File: config.mk
export PLATFORM = sky130hd
export DESIGN_NAME = mult_unit
export DESIGN_NICKNAME = d
export VERILOG_FILES = /design/src/rtl/mult_unit_pkg.sv /design/src/rtl/mult_unit.sv
export SDC_FILE = /design/constraint.sdc
export NUM_CORES = 1
export LEC_CHECK = 0
export CAP_MARGIN = 40
export CORE_MARGIN = 1
export CORE_UTILIZATION = 25
export CTS_CLUSTER_DIAMETER = 40
export CTS_CLUSTER_SIZE = 40
export DETAILED_ROUTE_END_ITERATION = 8
export SLEW_MARGIN = 10
export SYNTH_ARGS = -nofsm -noshare
export SYNTH_HDL_FRONTEND = slang
export SYNTH_SLANG_ARGS = --single-unit
File: constraint.sdc
create_clock -name clk -period 16 [get_ports clk]
set_clock_uncertainty 0.1 [all_clocks]
set_input_delay 1.6 -clock clk [delete_from_list [all_inputs] [get_ports clk]]
set_output_delay 1.6 -clock clk [all_outputs]
set_load 0.05 [all_outputs]
File: src/rtl/mult_unit_pkg.sv
// Shared definitions for the iterative HI/LO multiplier: FSM state encoding,
// default operand width and iteration-counter width.
package mult_pkg;

  // Multiplier sequencing states
  typedef enum logic [1:0] {
    IDLE = 2'd0,
    RUN  = 2'd1,
    FIX  = 2'd2
  } multState_t;

  // Default operand width; the product is twice this wide
  localparam int MULT_WIDTH = 32;

  // Counter must hold 0..MULT_WIDTH-1 with headroom for the terminal compare
  localparam int MULT_CNT_WIDTH = $clog2(MULT_WIDTH) + 1;

endpackage

File: src/rtl/mult_unit.sv
// Iterative radix-2 shift-add multiplier with architectural HI/LO registers.
// A start in IDLE latches operand magnitudes and the result sign, RUN adds
// one partial product per cycle, FIX applies the sign and commits {HI,LO}.
// pve is registered and high only in IDLE; busy is its complement.
module mult_unit
  import mult_pkg::*;
#(
  parameter int WIDTH = MULT_WIDTH
) (
  input  logic             clk,
  input  logic             reset,
  input  logic             multstartE,
  input  logic             multsignedE,
  input  logic [WIDTH-1:0] srcaE,
  input  logic [WIDTH-1:0] srcbE,
  input  logic             wehi,
  input  logic             welo,
  input  logic [WIDTH-1:0] wdata,
  output logic [WIDTH-1:0] hi,
  output logic [WIDTH-1:0] lo,
  output logic             pve,
  output logic             busy
);

  localparam int PW = 2 * WIDTH;
  localparam int CW = $clog2(WIDTH) + 1;
  localparam logic [CW-1:0] LAST_ITER = CW'(WIDTH - 1);

  multState_t       state;
  logic [WIDTH-1:0] mcand;
  logic [WIDTH-1:0] mplier;
  logic [PW-1:0]    acc;
  logic [CW-1:0]    cnt;
  logic             negResult;
  logic [WIDTH-1:0] hiReg;
  logic [WIDTH-1:0] loReg;
  logic             pveReg;
  logic             busyReg;

  logic [PW-1:0]    magA;
  logic [PW-1:0]    magB;
  logic [PW-1:0]    addend;
  logic [PW-1:0]    finalProd;
  logic             unusedMagHi;

  // Two's-complement negate at product width when neg is set. Operands are
  // zero-extended first, so the low WIDTH bits are their magnitude; this also
  // maps -2^(WIDTH-1) to 2^(WIDTH-1), which fits an unsigned WIDTH-bit field.
  function automatic logic [PW-1:0] condNegate(input logic [PW-1:0] v, input logic neg);
    condNegate = neg ? (~v + PW'(1)) : v;
  endfunction

  // Operand magnitudes, current partial product and the signed final result
  always_comb begin
    magA      = condNegate({{WIDTH{1'b0}}, srcaE}, multsignedE & srcaE[WIDTH-1]);
    magB      = condNegate({{WIDTH{1'b0}}, srcbE}, multsignedE & srcbE[WIDTH-1]);
    addend    = {{WIDTH{1'b0}}, mcand} << cnt;
    finalProd = condNegate(acc, negResult);
  end

  // Only the low half of each operand magnitude is meaningful
  assign unusedMagHi = ^{magA[PW-1:WIDTH], magB[PW-1:WIDTH]};

  // Sequencer and datapath; HI/LO move only on FIX or an IDLE MTHI/MTLO
  always_ff @(posedge clk or posedge reset) begin
    if (reset) begin
      state     <= IDLE;
      mcand     <= '0;
      mplier    <= '0;
      acc       <= '0;
      cnt       <= '0;
      negResult <= 1'b0;
      hiReg     <= '0;
      loReg     <= '0;
      pveReg    <= 1'b1;
      busyReg   <= 1'b0;
    end else begin
      case (state)
        IDLE: begin
          if (multstartE) begin
            // A start wins over a same-cycle MTHI/MTLO, which is dropped
            mcand     <= magA[WIDTH-1:0];
            mplier    <= magB[WIDTH-1:0];
            negResult <= multsignedE & (srcaE[WIDTH-1] ^ srcbE[WIDTH-1]);
            acc       <= '0;
            cnt       <= '0;
            state     <= RUN;
            pveReg    <= 1'b0;
            busyReg   <= 1'b1;
          end else begin
            if (wehi) hiReg <= wdata;
            if (welo) loReg <= wdata;
          end
        end
        RUN: begin
          if (mplier[0]) acc <= acc + addend;
          mplier <= mplier >> 1;
          cnt    <= cnt + CW'(1);
          if (cnt == LAST_ITER) state <= FIX;
        end
        FIX: begin
          {hiReg, loReg} <= finalProd;
          state          <= IDLE;
          pveReg         <= 1'b1;
          busyReg        <= 1'b0;
        end
        default: begin
          state   <= IDLE;
          pveReg  <= 1'b1;
          busyReg <= 1'b0;
        end
      endcase
    end
  end

  assign hi   = hiReg;
  assign lo   = loReg;
  assign pve  = pveReg;
  assign busy = busyReg;

endmodule

Yosys cells after proc, flatten, opt, wreduce, memory -nomap -nowiden
Index checks and enable logic that the tools add are counted.

operators by class
  reductions and logical operators = 10
  eq/ne operators = 9
  shift-type cells = 1
  add/sub/neg operators = 5
  bitwise gates (word level) = 8
  muxes and demuxes = 23

operators with widths
  kind                                                                   count
  32-bit two-way mux                                                     7
  64-bit two-way mux                                                     3
  32-bit case mux with 2 select lines                                    3
  64-bit case mux with 2 select lines                                    1
  32-bit by 1-bit adder with 32-bit output, second input constant        2
  64-bit by 1-bit adder with 64-bit output, second input constant        1
  64-bit adder                                                           1
  32-bit NOT                                                             2
  64-bit NOT                                                             1
  32-bit by 6-bit left shift with 64-bit output                          1
  2-bit != test, second input constant                                   6
  6-bit case mux with 2 select lines                                     1
  3-bit AND reduction                                                    3
  2-bit AND reduction                                                    4
  6-bit by 1-bit adder with 6-bit output, second input constant          1
  6-bit by 5-bit equality test with 1-bit output, second input constant  1
  6-bit two-way mux                                                      1
  2-bit two-way mux                                                      2
  1-bit case mux with 2 select lines                                     2
  2-bit case mux with 2 select lines                                     1
  2-bit nonzero test                                                     2
  1-bit AND                                                              3
  2-bit by 1-bit equality test with 1-bit output, second input constant  1
  2-bit equality test, second input constant                             1
  4 further kinds                                                        5

storage, ports and cells
  register bits after elaboration = 203
  logic and storage cells = 66
  input port bits = 102
  output and inout port bits = 66

Depth between registers and ports, before layout
  depth after elaboration = 5
  depth in mapped cells = 24
  mapped depth without buffers = 20

Least setup slack after synthesis
OpenSTA, ideal clock, no wires.

  kind = register -> register
  start point = reg cnt[0]
  end point = reg acc[57]
  stages on the path, launching flop included = 20
  library setup time = 65 ps
  path slack = 10430 ps
  data arrival time = 5405 ps
  clock period less this slack = 5570 ps
  data required time = 15835 ps
  buffers on the path = 4
  path through = dfrtp_1 clkbuf_1 buf_2 buf_1 mux4_2 mux2_2 o21ai_0 nor2_1 ha_1 clkbuf_1 nand2_1 or4_1 nor3_1 o21ai_0 nand2_1 o21ai_0 o41ai_1 nand3_1 a2111oi_0 a211o_1

between the ends
  word-level cells in the longest chain between the ends = 4

ends and longest elaborated chain
  item                                           RTL line         RTL
  from (decl)                                    mult_unit.sv:33  logic [CW-1:0] cnt;
  from (signal assigned)                         mult_unit.sv:98  cnt <= cnt + CW'(1);
  32-bit by 6-bit left shift with 64-bit output  mult_unit.sv:57  addend = {{WIDTH{1'b0}}, mcand} << cnt;
  64-bit adder                                   mult_unit.sv:96  if (mplier[0]) acc <= acc + addend;
  64-bit two-way mux                             mult_unit.sv:96
  64-bit case mux with 2 select lines            mult_unit.sv:78  case (state)
  to (signal assigned)                           mult_unit.sv:96
  to (decl)                                      mult_unit.sv:32  logic [PW-1:0] acc;

Every way passes these cells. The select of a mux whose other input is x is not followed.
A chain may end at the register's enable or synchronous reset.

Final worst setup path
  start point = reg cnt[0]
  end point = reg acc[62]

Same word-level chain as after synthesis.

==> results.cfg <==
[timing]
finalHoldViolCount = 0
setup_viol = 0
fin_crit_ps = 6230
relSlewSlack_pct = 45.3
layout_worst_path_cycle_share_pct = 38.9
worst_pin_slew_ps = 813
max_freq_mhz = 161
tns_ps = 0
final_max_slew_viol_count = 0
layout_setup_ws_ps = 9770
whs_ps = 386
rsz0062_at_grt = false

[cells_and_area]
drive_gt1_share_pct = 7.16
multiInputGateArea_sq_mm = 0.0109
layout_common_cells = nand2_1 (313), o21ai_0 (297), dfrtp_1 (200)
finalCoreUtilization_pct = 31.4
diodes = 0
fillers = 6918
syn_to_final_growth_pct = 23.1
nets = 2306
seqCellArea_sq_mm = 0.00508
final_common_cell = nand2_1

[grt]
grt_util_all_layers_pct = 15.6
grt_pass1_vias = 14600
overflow = 0
antenna_found_initial = 4
grt_pass1_wl_mm = 83.5
grt_max_degree = 98

[clock_network]
htreeDepth = 2
cts-hold-fix-buffers = 0
ctsResizeCount = 0
cts_setup_buffers = 0
clockBufferDepth = 3
clock_latency_ps = 550
cts_tree = yes
clk_pin_slew_ps = 50
cts.sinks = 203
cts-root-buf = clkbuf_16
cts_made_buffers = 39

[drt]
routed-via-count = 15200
wirelength_mm = 53.3
vias_per_cell = 5.03
drt_iter0_drc = 1149
avgRoutedWirePerCell_um = 17.7
route.detailed.drc = 0
drtAntennaViolNets = 0
drtPass1Iterations = 5

[worst_setup_path]
critical-path-top-delay-family = compound AO/OA/AOI/OAI gates
path_cells = buf_4, mux4_2, mux2_2, o21ai_0, mux2i_1, and2_1, ha_1, nand4_1, nor2_1, nand3_1, a211oi_1, o211ai_1, a2111oi_0, nor2_1, o311ai_0, xnor2_1, o21ai_0
startpoint_type = flop
slowest_stage = dfrtp_2
path_buf_inv = 1
slowest_delay_ps = 650
critPathKind = flop to flop
required_ps = 16290
critPathMaxFanout = 24
critPathCaptureType = flop
r2r_start = cnt[0]
startpoint = cnt[0]
cp_data_arrival_time_ps = 6520

[logic_synthesis]
synth_compound_area_share_pct = 23.1
synth-async-reset-ratio_pct = 100
ys_types = 69
synth_top_family_by_area = compound AO/OA/AOI/OAI gates
synth_ff_type = dfrtp_1
synth_nets = 2204
syn-cell-area_sq_mm = 0.0166
synth-xor-area-share_pct = 9.42
yosys.area.top_type = dfrtp_1
syn-instance-count = 2034
synth_warnings = 0
synthMuxAreaShare_pct = 10.1
synthSimpleGateAreaFrac_pct = 17.9
synth.ff_latch_count = 203
syn_avg_cell_area_sq_um = 8.14
synth_top_area_share_pct = 30.5
ys_seq_area_share_pct = 30.7
yosys-top-cells-area = dfrtp_1 (31%), o21ai_0 (9.0%), nand2_1 (7.1%), mux2i_1 (6.5%), xnor2_1 (6.3%)
synthAdderAreaFrac_pct = 5.18
synth_edf_count = 0

[min_path]
hp-class = flop to flop
worstHoldStart = negResult

[floorplan]
core_area_sq_mm = 0.0649
fp.dieW_um = 259
die_area_sq_mm = 0.0673
core.rowCount = 93
dieHeight_um = 259
start_util_pct = 25.5
ioPinCount = 168

[power_and_ir_drop]
irDropWorstVdd_mv = 0.0813
p_per_area_mw_per_mm2 = 218
power.static_leakage_nw = 8.05

[status]
status = finished clean

[placed_design]
place_congestion = 0.919
place_hpwl_mm = 41.2
io_buffers = 167
dp_slack_ps = 9770

[run]
maxCapViolCount = 0
[flip-flops by register name (all words and copies together) (netlist names)]
register / flops
busy: 1
mcand: 32
negResult: 1
pve: 1
acc: 64
mplier: 32
cnt: 6
hi: 32
lo: 32
state: 2
[synth_stat cells (10+ instances only)]
cell / number
a31oi_1: 10
nor4_1: 13
nor2b_1: 12
xnor2_1: 120
a21oi_1: 114
clkbuf_1: 107
o21ai_0: 297
a211oi_1: 10
a22oi_1: 31
or3_1: 17
a21o_1: 48
dfrtp_1: 202
and3_1: 10
and2_1: 27
mux2i_1: 107
nand3_1: 33
nand4_1: 24
a22o_1: 10
nand2b_1: 23
mux2_2: 14
buf_1: 21
ha_1: 67
o22ai_1: 18
xor2_1: 58
o41ai_1: 14
nor2_1: 116
inv_1: 29
o31ai_1: 29
mux4_2: 20
nor3_1: 27
nand2_1: 314
[metrics by stage]
stage / cell area [sq um] / total power, W / std cells
floorplan: 16600 / 0.00284 / 2034
global placement: 19000 / 0.00359 / 2943
detailed placement: 19100 / 0.00358 / 2949
CTS: 20300 / 0.00442 / 3019
global route: 20400 / 0.00477 / 3020
finish: 20400 / 0.00443 / 3020
[path summary, 6_finish.rpt]
path                                   to  slack, ps  depth (start not counted)
worst min register to register  negResult        390                          2
worst max-delay path              acc[62]       9770                         17
max in group asynchronous          lo[14]      13140                          3
min in group asynchronous       mcand[13]       1460                          2
worst max register to register    acc[62]       9770                         17
worst min-delay path            negResult        390                          2
[layer usage]
metal	share of wire [%]	wire length, um	GRT usage [%]	up-vias
met5	0.088	47	0	-
met4	1.9	991	3.71	8
met3	7.6	4050	3.84	81
met2	41	21800	22.6	450
met1	50	26400	22.9	7120
li1	-	-	-	7545
[worst register-to-register path, cell delays in order (launching register included)]
cell and delay [ps]:
dfrtp_2 650, buf_4 440, mux4_2 560, mux2_2 290, o21ai_0 550, mux2i_1 200
and2_1 220, ha_1 460, nand4_1 170, nor2_1 150, nand3_1 110, a211oi_1 630
o211ai_1 210, a2111oi_0 470, nor2_1 180, o311ai_0 430, xnor2_1 160, o21ai_0 80
[power by group]
group	total (W)	switching [W]	internal (W)	leakage, nW
combinational	0.00269	0.00165	0.00104	4.98
sequential	0.000932	0.000242	0.000690	2.44
clock	0.000812	0.000305	0.000507	0.623
total	0.00443	0.00220	0.00224	8.05
[area by class of cell]
class                      count  share of cell area, %
tap                          855                   5.25
clock inverter                24                   1.26
sequential                   203                   24.9
inverter                      31                  0.608
multi-input combinational   1671                   53.5
clock buffer                  46                   5.11
timing repair buffer         190                   9.33
[cell families (layout without fill, tap and decap cells)]
logic type,Yosys count,after routing
buffers and inverters,160,291
AO/OA/AOI/OAI,638,638
multiplexers,141,141
adder cells (fa/ha/maj),68,68
AND/OR/NAND/NOR,646,646
XOR/XNOR,178,178
flip-flops,203,203
Note: power is estimated with default switching activity, not from simulation.
